==> config.mk <==
export PLATFORM = sky130hd
export DESIGN_NAME = mem_request_controller
export DESIGN_NICKNAME = d
export VERILOG_FILES = /design/src/rtl/mem_ctrl_pkg.sv /design/src/rtl/mem_byte_merge.sv /design/src/rtl/mem_request_controller.sv
export SDC_FILE = /design/constraint.sdc
export NUM_CORES = 1
export LEC_CHECK = 0
export CAP_MARGIN = 20
export CORE_MARGIN = 3
export CORE_UTILIZATION = 28
export CTS_CLUSTER_SIZE = 12
export DETAILED_ROUTE_END_ITERATION = 6
export PLACE_DENSITY_LB_ADDON = 0.3
export SLEW_MARGIN = 20
export SYNTH_ARGS = -nofsm -noshare
export SYNTH_HDL_FRONTEND = slang
export SYNTH_HIERARCHICAL = 1
export SYNTH_SLANG_ARGS = --single-unit
==> constraint.sdc <==
create_clock -name clock -period 4.5 [get_ports clock]
set_input_delay 0.675 -clock clock [delete_from_list [all_inputs] [get_ports clock]]
set_output_delay 0.675 -clock clock [all_outputs]
set_load 0.02 [all_outputs]
==> src/rtl/mem_ctrl_pkg.sv <==
// Shared types and constants for the memory request controller.
// The RMW_MERGE state and lane helper only matter when MEM_BYTE_WRITE_EN is defined.
package mem_ctrl_pkg;

    typedef enum logic [0:0] {
        IDLE      = 1'b0,
        RMW_MERGE = 1'b1
    } ctrl_state_e;

    localparam int          LANE_HI      = 1;
    localparam int          LANE_LO      = 0;
    localparam logic [1:0]  BYTE_EN_FULL = 2'b11;

    // Expands a 2-bit lane enable into a 16-bit bit mask.
    function automatic logic [15:0] lane_mask(input logic [1:0] byte_en);
        return {{8{byte_en[LANE_HI]}}, {8{byte_en[LANE_LO]}}};
    endfunction

endpackage

==> src/rtl/mem_byte_merge.sv <==
// Combinational byte-lane merge used by the read-modify-write path.
// Only built when MEM_BYTE_WRITE_EN is defined.
`ifdef MEM_BYTE_WRITE_EN
module mem_byte_merge
    import mem_ctrl_pkg::*;
(
    input  logic [15:0] old_data,
    input  logic [15:0] new_data,
    input  logic [1:0]  byte_en,
    output logic [15:0] merged_data
);

    logic [15:0] mask;

    assign mask        = lane_mask(byte_en);
    assign merged_data = (new_data & mask) | (old_data & ~mask);

endmodule
`endif

==> src/rtl/mem_request_controller.sv <==
// Valid/ready request front end for a 16-bit memory with a 1-cycle registered read.
// Define MEM_BYTE_WRITE_EN to enable byte-lane writes via a read-modify-write cycle.
module mem_request_controller
    import mem_ctrl_pkg::*;
#(
    parameter int ADDR_WIDTH = 8
) (
    input  logic                  clock,
    input  logic                  reset,
    input  logic                  req_valid,
    output logic                  req_ready,
    input  logic                  req_write,
    input  logic [ADDR_WIDTH-1:0] req_address,
    input  logic [15:0]           req_data,
    input  logic [1:0]            req_byte_en,
    output logic                  resp_valid,
    input  logic                  resp_ready,
    output logic [15:0]           resp_data,
    output logic                  mem_write_enable,
    output logic [ADDR_WIDTH-1:0] mem_read_address,
    output logic [ADDR_WIDTH-1:0] mem_write_address,
    output logic [15:0]           mem_data_in,
    input  logic [15:0]           mem_data_out
);

    logic [ADDR_WIDTH-1:0] rd_addr_q, rd_addr_d;
    logic                  resp_valid_q, resp_valid_d;
    logic                  req_fire, rd_fire, wr_fire, resp_fire;

    assign req_fire   = req_valid && req_ready;
    assign rd_fire    = req_fire && !req_write;
    assign wr_fire    = req_fire && req_write;
    assign resp_fire  = resp_valid_q && resp_ready;
    assign resp_valid = resp_valid_q;
    assign resp_data  = mem_data_out;

    // A new read takes priority over clearing: it reuses the slot freed by this cycle's handshake.
    always_comb begin
        rd_addr_d    = rd_addr_q;
        resp_valid_d = resp_valid_q;
        if (rd_fire) begin
            rd_addr_d    = req_address;
            resp_valid_d = 1'b1;
        end else if (resp_fire) begin
            resp_valid_d = 1'b0;
        end
    end

    always_ff @(posedge clock) begin
        if (reset) begin
            rd_addr_q    <= '0;
            resp_valid_q <= 1'b0;
        end else begin
            rd_addr_q    <= rd_addr_d;
            resp_valid_q <= resp_valid_d;
        end
    end

`ifdef MEM_BYTE_WRITE_EN
    ctrl_state_e           state_q, state_d;
    logic [ADDR_WIDTH-1:0] wr_addr_q, wr_addr_d;
    logic [15:0]           wr_data_q, wr_data_d;
    logic [1:0]            wr_be_q, wr_be_d;
    logic [15:0]           merged_data;
    logic                  partial_write;

    assign partial_write = req_write && (req_byte_en != BYTE_EN_FULL) && (req_byte_en != 2'b00);

    // A partial write borrows the read port, so it must wait until no read data is being held.
    assign req_ready = (state_q == IDLE) && (!resp_valid_q || resp_ready)
                       && !(partial_write && resp_valid_q) && !reset;

    mem_byte_merge u_merge (
        .old_data    (mem_data_out),
        .new_data    (wr_data_q),
        .byte_en     (wr_be_q),
        .merged_data (merged_data)
    );

    always_comb begin
        state_d           = state_q;
        wr_addr_d         = wr_addr_q;
        wr_data_d         = wr_data_q;
        wr_be_d           = wr_be_q;
        mem_write_enable  = 1'b0;
        mem_write_address = req_address;
        mem_data_in       = req_data;
        mem_read_address  = rd_fire ? req_address : rd_addr_q;
        case (state_q)
            IDLE: begin
                if (wr_fire) begin
                    if (req_byte_en == BYTE_EN_FULL) begin
                        mem_write_enable = 1'b1;
                    end else if (partial_write) begin
                        mem_read_address = req_address;
                        wr_addr_d        = req_address;
                        wr_data_d        = req_data;
                        wr_be_d          = req_byte_en;
                        state_d          = RMW_MERGE;
                    end
                end
            end
            RMW_MERGE: begin
                mem_write_enable  = !reset;
                mem_write_address = wr_addr_q;
                mem_data_in       = merged_data;
                state_d           = IDLE;
            end
            default: state_d = IDLE;
        endcase
    end

    always_ff @(posedge clock) begin
        if (reset) begin
            state_q   <= IDLE;
            wr_addr_q <= '0;
            wr_data_q <= '0;
            wr_be_q   <= '0;
        end else begin
            state_q   <= state_d;
            wr_addr_q <= wr_addr_d;
            wr_data_q <= wr_data_d;
            wr_be_q   <= wr_be_d;
        end
    end
`else
    logic unused_byte_en;

    assign unused_byte_en    = ^req_byte_en;
    assign req_ready         = (!resp_valid_q || resp_ready) && !reset;
    assign mem_write_enable  = wr_fire;
    assign mem_write_address = req_address;
    assign mem_data_in       = req_data;
    assign mem_read_address  = rd_fire ? req_address : rd_addr_q;
`endif

endmodule

* Word level (Yosys, flattened, before mapping)
Index checks and enable logic that the tools add are counted.
** Storage, ports and cells
- Input port bits :: 47
- Register bits :: 9
** Operators by class
- Muxes and demuxes :: 3
- Reduce and logical (&&, ||, !) cells :: 10
** Operators by type and width (count)
- 2-to-1 mux 8 bit :: 1
- logical AND 1 bit :: 5
- zero test 1 bit :: 3
- 2-to-1 mux 1 bit :: 2
- nonzero test 2 bit :: 1
- logical OR 1 bit :: 1

* Longest topological paths before layout
- Word-level depth :: 6
- Gate-level depth with buffers :: 4
- Gate-level depth less buffers :: 3

* Worst setup path before layout
No wires, ideal clock.
- Path kind :: input port to output port
- Start point :: input req_write
- End point :: output mem_read_address[0]
- Stages :: 3
- Path slack :: 2.090 ns
- Data arrival time :: 1.735 ns
- Cells stage by stage :: nor4b_4 > buf_6 > mux2_2
** On the way
- Longest elaborated chain between the ends :: 3
** Ends and longest elaborated chain
- start, declared :: RTL line mem_request_controller.sv:12 : input logic req_write,
- zero test 1 bit :: RTL line mem_request_controller.sv:31 : assign rd_fire = req_fire && !req_write;
- logical AND 1 bit :: RTL line mem_request_controller.sv:31
- 2-to-1 mux 8 bit
- end, declared :: RTL line mem_request_controller.sv:20 : output logic [ADDR_WIDTH-1:0] mem_read_address,
No other way between the ends.

* Final worst setup path
- Start point :: input reset
- End point :: output mem_read_address[6]
** On the way
- Longest elaborated chain between the ends :: 5
** Ends and longest elaborated chain
- start, declared :: RTL line mem_request_controller.sv:9 : input logic reset,
- zero test 1 bit :: RTL line mem_request_controller.sv:130 : assign req_ready = (!resp_valid_q || resp_ready) && !reset;
- logical AND 1 bit :: RTL line mem_request_controller.sv:130
- logical AND 1 bit :: RTL line mem_request_controller.sv:30 : assign req_fire = req_valid && req_ready;
- logical AND 1 bit :: RTL line mem_request_controller.sv:31
- 2-to-1 mux 8 bit
No other way between the ends.

==> run summary <==
crit path max-delay cell type -> clkdlybuf4s50_1
worst hold path class -> flop to flop
synth top area cells -> buf_4, dfxtp_1, mux2_2
maximum number of pins on one net before global-route repair -> 12
drt wl/cell -> 12.6 um
Int Pwr -> 0.156 mW
mapped cell area -> 783 um2
Seq/Total Area, Yosys -> 23.0%
Logic pwr share -> 30.7%
RR Startpoint -> resp_valid$_SDFFE_PP0P_
post-synth cell types -> 11
Final ANT Viol Nets -> 0
Worst setup EP type -> output port
critical path launch point type -> input pin
Final Hold Vio Count -> 0
average cell area after synthesis -> 9.79 um2
syn_nets -> 127
total core area -> 0.00257 mm2
PD cells -> 252 mW/mm2
# setup viols final -> 0
Iter 0 DRT Violations -> 10
post-layout net count -> 122
share of layout cells above drive strength 1 -> 31.1%
Setup CP Type -> input pin to output port
DRC viols -> 0
DR pass1 iterations -> 2
total power draw -> 0.214 mW
vias -> 456
Cells after Synth -> 80
I/O pin total -> 98
Max Clock Freq -> 266 MHz
Switching Share -> 26.9%
vias in the first global route -> 477
critical path peak fanout -> 11
PortBufs -> 31
CP bufs+invs -> 3
CP top delay family -> buffers and inverters
Commonest cells post-synth -> buf_4, mux2_2, dfxtp_1
Final Util -> 33.1%
die footprint -> 0.00347 mm2
Synth Register Bits -> 9
Post-synth EDFFs -> 0
# Post-CTS Setup Buffers -> 0
worst clock skew -> 0.00129 ns
Final Cycle Share -> 83.6%
cell taking the most area after synthesis -> buf_4
YS warnings -> 6
clk root buf -> clkbuf_4
Final Wtd Congestion -> 0.595
cells along the critical path -> clkdlybuf4s50_1, nor4b_4, buf_4, mux2_2, clkdlybuf4s50_1
Peak VDD IR -> 113 uV
Final min period -> 3.76 ns
Slew headroom -> 67.3%
maximum clock path buffer count -> 2
Core Rows -> 18
total global-route track usage -> 7.68%
max_cap viols -> 0
clock sinks -> 9
Clk pwr share -> 29.3%
leakage -> 0.330 nW
via density per instance -> 4.38
initial antenna violation count -> 0
delay of the slowest cell on the worst path -> 0.65 ns
Data arrival, critical path -> 3.09 ns
grt ovf -> 0
dominant synthesized flop cell -> dfxtp_1
die extent in y -> 58.9 um
count leader, synth -> buf_4
Crit. Startpoint -> reset
drt total wl -> 1.31 mm
initial core utilization -> 30.5%
Synth top area share -> 38.3%
hold_buf cts -> 0
synth-to-layout area growth -> 8.47%
status -> completed
CP Data Required Time -> 3.83 ns
CTS resizes -> 0
clk slew on worst S/H paths -> 0.06 ns
Flop pwr share -> 40.1%
setup ws final -> 0.737 ns
hold_sp -> rd_addr_q[0]$_SDFF_PP0_
Sw Pwr -> 0.0575 mW
cell mode on critical path -> clkdlybuf4s50_1
H-Tree Level Count -> 1
fill cell count -> 283
Post-DP HPWL -> 999 um
first-pass GRT wire length -> 2.01 mm
RSZ-0062 raised after global routing -> no
fin. max-slew vios -> 0
clock latency on the worst-skew pair -> 0.26 ns
Die X -> 58.9 um
CTS tree -> built
fin area -> 850 um2
Place WS -> 0.672 ns
CTS buffer count -> 3
# diodes -> 0
setup tns final -> 0 ns
Least-Margin Pin Slew -> 0.489 ns
Post-DP Area -> 823 um2
asr flop ratio synth -> 0%
-- placed cells by master, fill, tap and decap left out --
| cell type | n |
|---|---|
| o21ba_2 | 1 |
| nor2b_4 | 1 |
| dfxtp_1 | 9 |
| mux2_2 | 16 |
| clkbuf_1 | 1 |
| clkbuf_4 | 3 |
| nor2b_1 | 8 |
| and3_1 | 1 |
| nor4b_4 | 1 |
| nor2_1 | 1 |
| buf_4 | 1 |
| clkdlybuf4s50_1 | 31 |
-- power groups by stage --
| stage | sequential [mW] | combinational [mW] | clock (mW) |
|---|---|---|---|
| after floorplan | 0.0875 | 0.0783 | 0 |
| after global placement | 0.0874 | 0.0658 | 0 |
| after detailed placement | 0.0875 | 0.0661 | 0 |
| after CTS | 0.0857 | 0.0666 | 0.0670 |
| after global routing | 0.0863 | 0.0700 | 0.0706 |
| final | 0.0856 | 0.0655 | 0.0626 |
-- layer usage --
layer / up-vias / track usage, % / share of wire, %
li1: 208 / - / -
met1: 202 / 8.91 / 40
met2: 32 / 10.3 / 40
met3: 14 / 3.95 / 16
met4: 0 / 6.47 / 3.5
met5: - / 0 / 0
-- worst reg2reg max path, cell delays in order, from the launching register on --
cell and delay (ns):
dfxtp_1 0.31, nor2b_4 0.13, nor4b_4 0.44, buf_4 0.29, mux2_2 0.35
-- final timing paths --
path	cells past startpoint	slack (ns)	to
setup / recovery	5	0.74	mem_read_address[6]
hold / removal	2	0.60	rd_addr_q[0]$_SDFF_PP0_
setup reg to reg	4	2.87	rd_addr_q[4]$_SDFF_PP0_
hold reg to reg	2	0.60	rd_addr_q[0]$_SDFF_PP0_
-- per-stage QoR --
stage / hold WS (ns) / cells
floorplan: 0.565 / 80
global placement: 0.577 / 100
detailed placement: 0.584 / 100
CTS: 0.605 / 104
global route: 0.632 / 104
finish: 0.596 / 104
-- cells by family (layout without fill, tap and decap cells) --
logic type,Yosys count,after routing,share of synthesized area [%]
compound gates,1,1,1.28
buf+inv,42,36,40.3
flops,9,9,23.0
mux,16,16,23.0
simple gates,12,12,12.5
-- final cells by class --
cell class / count / area [um2] / area share, %
sequential: 9 / 180 / 21.2
multi-input combinational: 29 / 288 / 33.9
clock buffer: 4 / 26.3 / 3.09
tap: 30 / 37.5 / 4.42
timing repair buffer: 32 / 318 / 37.4
-- registers in the layout (all words and copies together) (netlist names) --
signal and flops:
rd_addr_q 8, resp_valid 1
Note: power is estimated with default switching activity, not from simulation.
